[config.mk]
export PLATFORM = sky130hd
export DESIGN_NAME = rtmc_stepper
export DESIGN_NICKNAME = d
export VERILOG_FILES = /design/src/rtl/rtmc_stepper.sv
export SDC_FILE = /design/constraint.sdc
export NUM_CORES = 1
export LEC_CHECK = 0
export ABC_CLOCK_PERIOD_IN_PS = 2900
export CORE_MARGIN = 3
export CORE_UTILIZATION = 55
export DETAILED_ROUTE_END_ITERATION = 8
export MAX_ROUTING_LAYER = met4
export PLACE_DENSITY = 0.81
export REMOVE_ABC_BUFFERS = 1
export SLEW_MARGIN = 20
export SYNTH_ARGS = -nofsm -noshare
export SYNTH_HDL_FRONTEND = slang
export SYNTH_SLANG_ARGS = --single-unit
[constraint.sdc]
create_clock -name clk -period 2.9 [get_ports clk]
set_input_delay 0.725 -clock clk [delete_from_list [all_inputs] [get_ports clk]]
set_output_delay 0.725 -clock clk [all_outputs]
set_load 0.005 [all_outputs]
[src/rtl/rtmc_stepper.sv]
// Single-axis stepper sequencer: accepts move commands and emits timed steps on a 4-coil phase table.
// First step lands eff_period cycles after accept; coil outputs lag the phase index by one register stage.
// Backpressure: cmd_ready is low while a move runs, when the axis is disabled, or while abort is high.
module rtmc_stepper #(
    parameter int PER_W  = 16,
    parameter int STEP_W = 16,
    parameter int POS_W  = 16
) (
    input  logic                    clk,
    input  logic                    rst_n,
    input  logic                    en,
    input  logic                    half_step,
    input  logic                    cmd_valid,
    output logic                    cmd_ready,
    input  logic                    cmd_dir,
    input  logic [STEP_W-1:0]       cmd_steps,
    input  logic [PER_W-1:0]        cmd_period,
    input  logic                    abort,
    output logic                    busy,
    output logic                    done,
    output logic signed [POS_W-1:0] pos,
    output logic [3:0]              coil,
    output logic [3:0]              coil_oe
);

    typedef enum logic {IDLE, RUN} state_t;

    state_t            state, state_nxt;
    logic              done_nxt;
    logic [2:0]        idx, idx_nxt, inc;
    logic              dir_q;
    logic [STEP_W-1:0] remaining;
    logic [PER_W-1:0]  period_q, timer, eff_period;
    logic              accept, step_evt, stop;

    function automatic logic [3:0] phase_pat(input logic [2:0] i);
        case (i)
            3'd0:    phase_pat = 4'b1000;
            3'd1:    phase_pat = 4'b1100;
            3'd2:    phase_pat = 4'b0100;
            3'd3:    phase_pat = 4'b0110;
            3'd4:    phase_pat = 4'b0010;
            3'd5:    phase_pat = 4'b0011;
            3'd6:    phase_pat = 4'b0001;
            default: phase_pat = 4'b1001;
        endcase
    endfunction

    assign cmd_ready  = (state == IDLE) & en & ~abort;
    assign accept     = cmd_valid & cmd_ready;
    assign busy       = (state == RUN);
    assign step_evt   = (state == RUN) & (timer == PER_W'(1));
    assign stop       = abort | ~en;
    assign eff_period = (cmd_period == '0) ? PER_W'(1) : cmd_period;

    // Full-step from a single-coil (even) phase only moves one slot, landing on the
    // adjacent two-coil phase in the direction of travel.
    always_comb begin
        inc = 3'd2;
        if (half_step || !idx[0])
            inc = 3'd1;
        idx_nxt = dir_q ? idx + inc : idx - inc;
    end

    always_comb begin
        state_nxt = state;
        done_nxt  = 1'b0;
        case (state)
            IDLE: begin
                if (accept) begin
                    if (cmd_steps != '0)
                        state_nxt = RUN;
                    else
                        done_nxt = 1'b1;
                end
            end
            RUN: begin
                if ((step_evt && remaining == STEP_W'(1)) || stop) begin
                    state_nxt = IDLE;
                    done_nxt  = 1'b1;
                end
            end
            default: state_nxt = IDLE;
        endcase
    end

    always_ff @(posedge clk or negedge rst_n) begin
        if (!rst_n) begin
            state <= IDLE;
            done  <= 1'b0;
        end else begin
            state <= state_nxt;
            done  <= done_nxt;
        end
    end

    always_ff @(posedge clk or negedge rst_n) begin
        if (!rst_n) begin
            idx       <= '0;
            pos       <= '0;
            coil      <= '0;
            coil_oe   <= '0;
            dir_q     <= 1'b0;
            remaining <= '0;
            period_q  <= '0;
            timer     <= '0;
        end else begin
            coil    <= en ? phase_pat(idx) : 4'b0000;
            coil_oe <= {4{en}};
            if (accept) begin
                dir_q     <= cmd_dir;
                remaining <= cmd_steps;
                period_q  <= eff_period;
                timer     <= eff_period;
            end else if (step_evt) begin
                // A step coinciding with abort/disable is still applied.
                timer     <= period_q;
                idx       <= idx_nxt;
                pos       <= dir_q ? pos + POS_W'(1) : pos - POS_W'(1);
                remaining <= remaining - STEP_W'(1);
            end else if (state == RUN) begin
                timer <= timer - PER_W'(1);
            end
        end
    end

endmodule
### After elaboration in Yosys (flattened, before gate mapping)

Index checks and enable logic that the tools add are counted.

| cells by class | value |
|---|---|
| add/sub/neg operators | 6 |
| equal/unequal tests | 8 |
| muxes and demuxes | 19 |
| bitwise operators | 9 |
| reductions and logical operators | 10 |

Operators by type and width:

| operator | number |
|---|---|
| 16-bit 2-to-1 mux | 7 |
| 16-bit by 1-bit equality test with 1-bit output, second input constant | 2 |
| 16-bit by 1-bit subtractor with 16-bit output, second input constant | 2 |
| 4-bit case mux with 7 select lines | 1 |
| 16-bit by 2-bit adder with 16-bit output, second input constant | 1 |
| 16-bit zero test | 1 |
| 16-bit nonzero test | 1 |
| 16-bit by 2-bit subtractor with 16-bit output, second input constant | 1 |
| 3-bit equality test, second input constant | 3 |
| 3-bit by 2-bit equality test with 1-bit output, second input constant | 2 |
| 1-bit 2-to-1 mux | 6 |
| 1-bit AND | 4 |
| 4-bit 2-to-1 mux | 1 |
| 1-bit inverter | 4 |
| 1-bit case mux with 2 select lines | 2 |
| 3-bit by 2-bit adder with 3-bit output | 1 |
| 3-bit by 1-bit equality test with 1-bit output, second input constant | 1 |
| 3-bit zero test | 1 |
| 3-bit 2-to-1 mux | 1 |
| 3-bit nonzero test | 1 |
| 3-bit by 2-bit subtractor with 3-bit output | 1 |
| 1-bit logical OR | 2 |
| 2-bit 2-to-1 mux | 1 |
| 2-bit AND reduction | 1 |
| other kinds (4) | 4 |

| word-level totals | value |
|---|---|
| flip-flop bits (word level) | 75 |
| input bits | 39 |
| output and inout bits | 27 |
| logic and storage cells | 62 |

### Longest topological paths before layout

Gate-level depths: netlist (run 1).

| depth | value |
|---|---|
| depth after elaboration | 6 |
| mapped depth | 11 |
| depth with buffers taken out | 8 |

### Worst setup path before layout (run 1)

No wires, ideal clock.

| timing | value |
|---|---|
| path type | reg2reg |
| start | reg dir_q |
| end | reg pos[12] |
| setup time | 131 ps |
| data arrival time | 2,394 ps |
| required time | 2,769 ps |
| slack | 375 ps |
| stages on the path, launching flop included | 10 |
| buffers on the path | 1 |
| path through | dfrtp_1 clkbuf_1 inv_1 ha_1 nor2b_1 o31ai_1 a32oi_1 a21oi_1 nor4_1 or3_1 |

| on the way | value |
|---|---|
| cells in the longest elaborated chain, start to end | 1 |

RTL lines:

| what | RTL line | text |
|---|---|---|
| from (decl) | 31 | `logic dir_q;` |
| from (signal assigned) | 111 | `dir_q <= cmd_dir;` |
| 16-bit 2-to-1 mux | 119 | `pos <= dir_q ? pos + POS_W'(1) : pos - POS_W'(1);` |
| to (signal assigned) | 119 |  |
| to (decl) | 21 | `output logic signed [POS_W-1:0] pos,` |

No other way between the ends.
A chain may end at the register's enable or synchronous reset.

### Worst setup path after layout (run 1)

| timing | value |
|---|---|
| start | in en |
| end | out cmd_ready |

| on the way | value |
|---|---|
| cells in the longest elaborated chain, start to end | 2 |

RTL lines:

| what | RTL line | text |
|---|---|---|
| from (decl) | 11 | `input logic en,` |
| 1-bit AND (2 in series) | 49 | `assign cmd_ready = (state == IDLE) & en & ~abort;` |
| to (decl) | 14 | `output logic cmd_ready,` |

No other way between the ends.

==> impl_results.md, run 1 <==
- Outcome: finished clean
- Initial DRC count: 306
- Worst Setup Start Kind: primary input
- Critical Path Source: en
- Logic pwr share: 22.9%
- Synth warnings: 0
- NetSw: 0.945 mW
- Average wire per standard cell: approximately 16 um
- Post-cts repair resize count: 0
- Avg Vias per Cell: around 6
- Crit path time final: 2730 ps
- Synth area leaders: dfrtp_1, nand2_1, o21ai_0, ha_1, a21oi_1
- Leakage: 2.39 nW
- Core area: roughly 0.0078 sq mm
- Vias in the first global route: 3777
- Fillers: 648
- Avg Inst Size Synth: ~8.5 sq um
- CP endpoint kind: output pin
- Inst Count DP: 680
- Slew margin rel.: approximately 57%
- Synth cell types: between 50 and 60
- Top-count cell post-synth: nand2_1
- Remaining antenna violation count after routing: 0
- Setup violations, final: 0
- Top Layer Used: met4
- # IOs: 66
- Row count: 32
- First-pass GRT wire length: 17900 um
- Chip width: 95.7 um
- Cell Area, Placed: 0.00522 sq mm
- CTS Buffer Depth: 2
- Max_cap viols: 0
- Cell mode on critical path: clkdlybuf4s50_1
- Initial Utilization: a little under three fifths
- Crit-path slowest cell: clkdlybuf4s50_1
- Worst EP arrival: 2000 ps
- Crit path cell chain: clkdlybuf4s50_1, nor2b_1, and2_1, clkdlybuf4s50_1
- Antenna violations before repair: 0
- Drt drc: 0
- 1st-pass router iterations: 5
- Final Max Tran Viols: 0
- Critical Path Max Stage Delay: 490 ps
- Top FF cell, synth: dfrtp_1
- Async set-reset flop share out of synthesis: 100%
- Worst reg2reg startpoint: dir_q
- Clock Sinks: 75
- Endpoints failing hold: 0
- Post-Synthesis Cells: roughly 520
- Die Footprint: between 0.009 and 0.01 sq mm
- WHS: 390 ps
- Net Sw Frac: about 30%
- All-Layer GR Usage: 25.8%
- Clock slew at reported path FFs: 80 ps
- Commonest cells post-synth: nand2_1, dfrtp_1, o21ai_0, nor2_1, a21oi_1
- WL met3: 597 um
- Crit Path Category: primary input to output pin
- Routed met1 length: roughly 4800 um
- Fin Clk Skew: approximately 8.8 ps
- Worst Path Required: between 2000 and 2500 ps
- RePlAce Congestion: 0.938
- Clock network fraction of total power: between 30% and 40%
- Flops & latches, synth: 75
- Power Dens Cells: 574 mW/mm^2
- Nets: 648
- FF/Latch Area: 0.00188 sq mm
- CTS tree: built
- Hold buffers post-CTS: 0
- Unrepaired setup endpoints after global routing: no
- Share of power burned in registers: roughly 43%
- Period utilisation layout: 94.0%
- Final wirelength: 10900 um
- Area growth from synthesis to layout: 23.9%
- Hpwl dp: 7670 um
- Worst-margin pin slew: 632 ps
- Yosys top cell by area: dfrtp_1
- Post-CTS Setup Bufs: 0
- Post-route insts no fill: just under 700
- Die H: 95.7 um
- CTS H-tree lvls: 3
- IO buf count: 65
- Fmax: 367 MHz
- Multi-input gate area: around 0.0023 sq mm
- Via count: 4114
- CP max FO: 2
- Area share of the largest cell type after synthesis: 42.4%
- Seq/Total Area, Yosys: a little over two fifths
- Num CTS Buffers: 9
- Number of flops mapped to enable cells by yosys: 0
- Total gr overflow: 0
- Min-delay worst type: primary input to async pin
- Largest net degree at the start of global routing: 76
- VDD IR max: roughly 300 uV
- Total power draw: 3.15 mW
- Met2 wire len: 5230 um
- Clk root buf: clkbuf_8
- Worst-skew pair later-pin latency: 360 ps
- Synthesized cell area: 0.00443 sq mm
- ANT cells: 0
- Share of layout cells above drive strength 1: 6.41%
- Internal power: 2.20 mW
- Fin area: 0.00549 sq mm
## placed cells by master, fill, tap and decap left out, types with 4 or more instances in the layout
master,synthesis,routed
nor3_1,20,20
a21o_1,6,6
a31oi_1,6,6
clkbuf_8,0,10
nor4_1,16,16
nand3_1,15,15
nor2_1,33,33
and3_1,4,4
clkdlybuf4s50_1,0,64
and2_1,7,7
buf_4,4,17
bufinv_16,0,4
a21oi_1,28,28
inv_1,16,16
o211ai_1,5,5
o21ai_0,59,59
dfrtp_1,75,75
or3_1,4,4
o21a_1,4,4
ha_1,18,18
xor2_1,9,9
nand2_1,102,102
a32oi_1,4,4
xnor2_1,5,5
a222oi_1,4,4
a221o_1,7,7
## power by group through the flow
stage          Combinational [mW]  Clock [mW]  Sequential (mW)
5_1_grt                     0.813        1.12             1.38
2_1_floorplan               0.460           0             1.34
3_3_place_gp                0.683           0             1.37
4_1_cts                     0.718        1.08             1.36
6_report                    0.720        1.06             1.36
3_5_place_dp                0.709           0             1.38
## state kept, by name, summed over array words and instances, names as in the netlist
signal,flops
remaining,16
pos,16
done,1
period_q,16
timer,16
busy,1
coil_oe,1
dir_q,1
coil,4
idx,3
## kinds of logic (layout without fill, tap and decap cells)
logic type / Yosys count / after routing / share of synthesized area [%]
AO/OA/AOI/OAI: 149 / 149 / 21.3
XOR/XNOR: 14 / 14 / 2.77
adder cells (fa/ha/maj): 20 / 20 / 5.99
buffers and inverters: 44 / 116 / 4.72
flip-flops: 75 / 75 / 42.4
multiplexers: 1 / 1 / 0.226
AND/OR/NAND/NOR: 218 / 218 / 22.6
## through the flow
stage / util, % / setup WS, ps / setup TNS [ps]
2_1_floorplan: - / -294 / -2450
3_3_place_gp: 67.3 / 181 / 0
3_5_place_dp: 67.3 / 117 / 0
4_1_cts: 70.6 / 161 / 0
5_1_grt: 70.6 / 35.9 / 0
6_report: 70.6 / 174 / 0
## layout make-up
class / count / share of cell area [%]
Inverter: 17 / 1.16
Sequential cell: 75 / 34.2
Clock inverter: 5 / 2.28
Clock buffer: 10 / 2.51
Tap cell: 102 / 2.33
Timing Repair Buffer: 84 / 14.8
Multi-Input combinational cell: 402 / 42.7
## routing by layer
layer	vias to the layer above	track usage [%]
met5	-	-
met4	0	9.83
met3	24	3.91
met2	151	40.4
met1	1925	33.9
li1	2014	-
## path summary, 6_finish.rpt
kind / end / slack [ps] / depth (start not counted)
min in group clk: coil[2] / 470 / 1
worst max-delay path: cmd_ready / 170 / 4
worst max register to register: pos[12] / 280 / 8
max in group asynchronous: dir_q / 2170 / 2
worst min register to register: coil[2] / 470 / 1
worst min-delay path: pos[8] / 390 / 2
## critical path: cells and delay by family
| kind | cells | cell delay (ps) |
|---|---|---|
| buffers and inverters | 2 | 960 |
| and+or+nand+nor | 2 | 310 |
(Power assumes the default switching activity.)
==> inputs of run 2 (changes only) <==
==> config.mk (replaced) <==
export PLATFORM = sky130hd
export DESIGN_NAME = rtmc_stepper
export DESIGN_NICKNAME = d
export VERILOG_FILES = /design/src/rtl/rtmc_stepper.sv
export SDC_FILE = /design/constraint.sdc
export NUM_CORES = 1
export LEC_CHECK = 0
export ABC_CLOCK_PERIOD_IN_PS = 3500
export CORE_MARGIN = 3
export CORE_UTILIZATION = 59
export DETAILED_ROUTE_END_ITERATION = 8
export MAX_ROUTING_LAYER = met4
export PLACE_DENSITY = 0.86
export REMOVE_ABC_BUFFERS = 1
export SLEW_MARGIN = 15
export SYNTH_ARGS = -nofsm -noshare
export SYNTH_HDL_FRONTEND = slang
export SYNTH_SLANG_ARGS = --single-unit
==> constraint.sdc (replaced) <==
create_clock -name clk -period 3.5 [get_ports clk]
set_input_delay 0.875 -clock clk [delete_from_list [all_inputs] [get_ports clk]]
set_output_delay 0.875 -clock clk [all_outputs]
set_load 0.005 [all_outputs]
==> run 2 against run 1 <==
Compared with the run above:
- sequential power fell by 16%
- core utilization rose by 5.3 points
- die area fell by 6.4%
==> impl_results.md, run 2 (synthesized netlist as in run 1, its figures left out) <==
- Clock slew at reported path FFs: 80 ps (about the same)
- Power Dens Cells: 430 mW/mm^2 (-25%)
- Drt drc: 0 (unchanged)
- All-Layer GR Usage: 27.8% (+2.0 points)
- Logic pwr share: 25.2% (+2.3 points)
- Crit Path Category: primary input to output pin
- Share of power burned in registers: 49.7% (+6.4 points)
- Initial DRC count: 374 (+22%)
- IO buf count: 65 (unchanged)
- Pre-CTS WS: 330 ps (+213 ps)
- Post-CTS Setup Bufs: 0 (unchanged)
- Via count: 4209 (+2.3%)
- Fmax: 312 MHz
- Row count: 30 (-6.3%)
- Leakage: 2.32 nW (-3.1%)
- CTS tree: built
- Internal power: 1.51 mW (-31%)
- ANT cells: 0 (unchanged)
- Area growth from synthesis to layout: 20.3%
- Fin util: 75.9% (+5.3 points)
- Worst-skew pair later-pin latency: 340 ps (-20 ps)
- Hold buffers post-CTS: 0 (unchanged)
- Endpoints failing hold: 0 (unchanged)
- Hold path depth: 1
- NetSw: 0.776 mW (-18%)
- Avg Vias per Cell: 6.16 (+4.1%)
- Setup violations, final: 0 (unchanged)
- Largest net degree at the start of global routing: 42 (-45%)
- 1st-pass router iterations: 7 (+2)
- Clock network fraction of total power: 25.1% (-8.7 points)
- Period utilisation layout: 91.5%
- Post-cts repair resize count: 0 (unchanged)
- Post-route setup slack: 298 ps (+125 ps)
- RePlAce Congestion: 0.960 (+2.3%)
- VDD IR max: 211 uV (-29%)
- Chip width: 92.6 um (-3.2%)
- Final wirelength: 11100 um (+2.3%)
- Die Footprint: 0.00858 sq mm (-6.4%)
- Worst R2R Path Depth: 8 (unchanged)
- CP max FO: 5 (+3)
- WHS: 467 ps (+76.5 ps)
- Most frequent cells in the layout: nand2_1, dfrtp_1, clkdlybuf4s50_1, o21ai_0, nor2_1
- Net Sw Frac: 33.9% (+3.9 points)
- Nets: 644 (-0.62%)
- Hpwl dp: 7980 um (+4.0%)
- Unrepaired setup endpoints after global routing: no
- CTS Buffer Depth: 2 (unchanged)
- CP endpoint kind: output pin
- Share of layout cells above drive strength 1: 5.45% (-0.96 points)
- Setup TNS Final: 0 ps (unchanged)
- Core area: 0.00702 sq mm (-9.6%)
- Worst Path Required: 2620 ps (+450 ps)
- Min-delay worst type: register to register
- Num CTS Buffers: 9 (unchanged)
- Clk root buf: clkbuf_8
- First-pass GRT wire length: 18900 um (+5.9%)
- Crit path time final: ~3200 ps
- Worst EP arrival: 2330 ps (+330 ps)
- Most common cell after layout, fill and taps aside: nand2_1
- Worst-margin pin slew: 910 ps (+278 ps)
- Total power draw: 2.29 mW (-27%)
- Clock Sinks: 75 (unchanged)
- Average wire per standard cell: 16.3 um (+4.1%)
- Fin Clk Skew: 8.86 ps (+0.0972 ps)
- Slew margin rel.: 39.1% (-18 points)
- Initial Utilization: 63.1% (+6.1 points)
- # IOs: 66 (unchanged)
- Vias in the first global route: 4073 (+7.8%)
- Outcome: finished clean
- Total gr overflow: 0 (unchanged)
- Antenna violations before repair: 0 (unchanged)
- Remaining antenna violation count after routing: 0 (unchanged)
- Final Max Tran Viols: 0 (unchanged)
- Die H: 92.6 um (-3.2%)
- Worst Setup Start Kind: primary input
- Max_cap viols: 0 (unchanged)
- CTS H-tree lvls: 3 (unchanged)
## run 2: per-layer routing
layer	share of wire, %	track usage, %	vias to the layer above
met5	0	-	-
met1	43	35.9	1994
met2	48	45.0	189
met3	6.8	4.22	23
met4	2.0	9.65	0
li1	-	-	2003
## run 2: through the flow
stage / area [sq um] / instances
global route: 5330 / 683
finish: 5330 / 683
detailed placement: 5170 / 670
global placement: 5170 / 670
CTS: 5330 / 683
floorplan: 4280 / 494
## run 2: power by group through the flow
stage	Clock [mW]	Sequential (mW)	Combinational, mW
global placement	0	1.14	0.541
global route	0.621	1.16	0.653
detailed placement	0	1.15	0.567
finish	0.574	1.14	0.577
CTS	0.576	1.13	0.571
floorplan	0	1.11	0.381
## run 2: area by class of cell
type                    count  area [sq um]
repair buffers             80           771
fillers                   539          1690
clock buffers              10           138
flip-flops and latches     75          1880
clock inverters             3          17.5
inverters                  17          63.8
multi-input cells         402          2340
well taps                  96           120
## run 2: path summary, 6_finish.rpt
| path | slack (ps) | startpoint | end |
|---|---|---|---|
| max in group asynchronous | 2200 | rst_n | period_q[14] |
| min in group asynchronous | 620 | rst_n | coil[0] |
| worst min register to register | 470 | pos[15] | pos[15] |
| worst max register to register | 490 | dir_q | pos[12] |
| worst min-delay path | 470 | pos[15] | pos[15] |
| worst max-delay path | 300 | en | cmd_ready |
## run 2: critical path, stage by stage
cell	delay, ps
clkdlybuf4s50_1	560
nor2b_1	200
and2_1	180
clkdlybuf4s50_1	510
==> inputs of run 3 (changes only) <==
--- a/config.mk
+++ b/config.mk
@@ -6,6 +6,7 @@
 export NUM_CORES = 1
 export LEC_CHECK = 0
 export ABC_CLOCK_PERIOD_IN_PS = 3500
+export CAP_MARGIN = 0
 export CORE_MARGIN = 3
 export CORE_UTILIZATION = 59
 export DETAILED_ROUTE_END_ITERATION = 8
==> results of run 3 <==
Same layout as run 2: the final DEF is identical, and so are final timing and power.
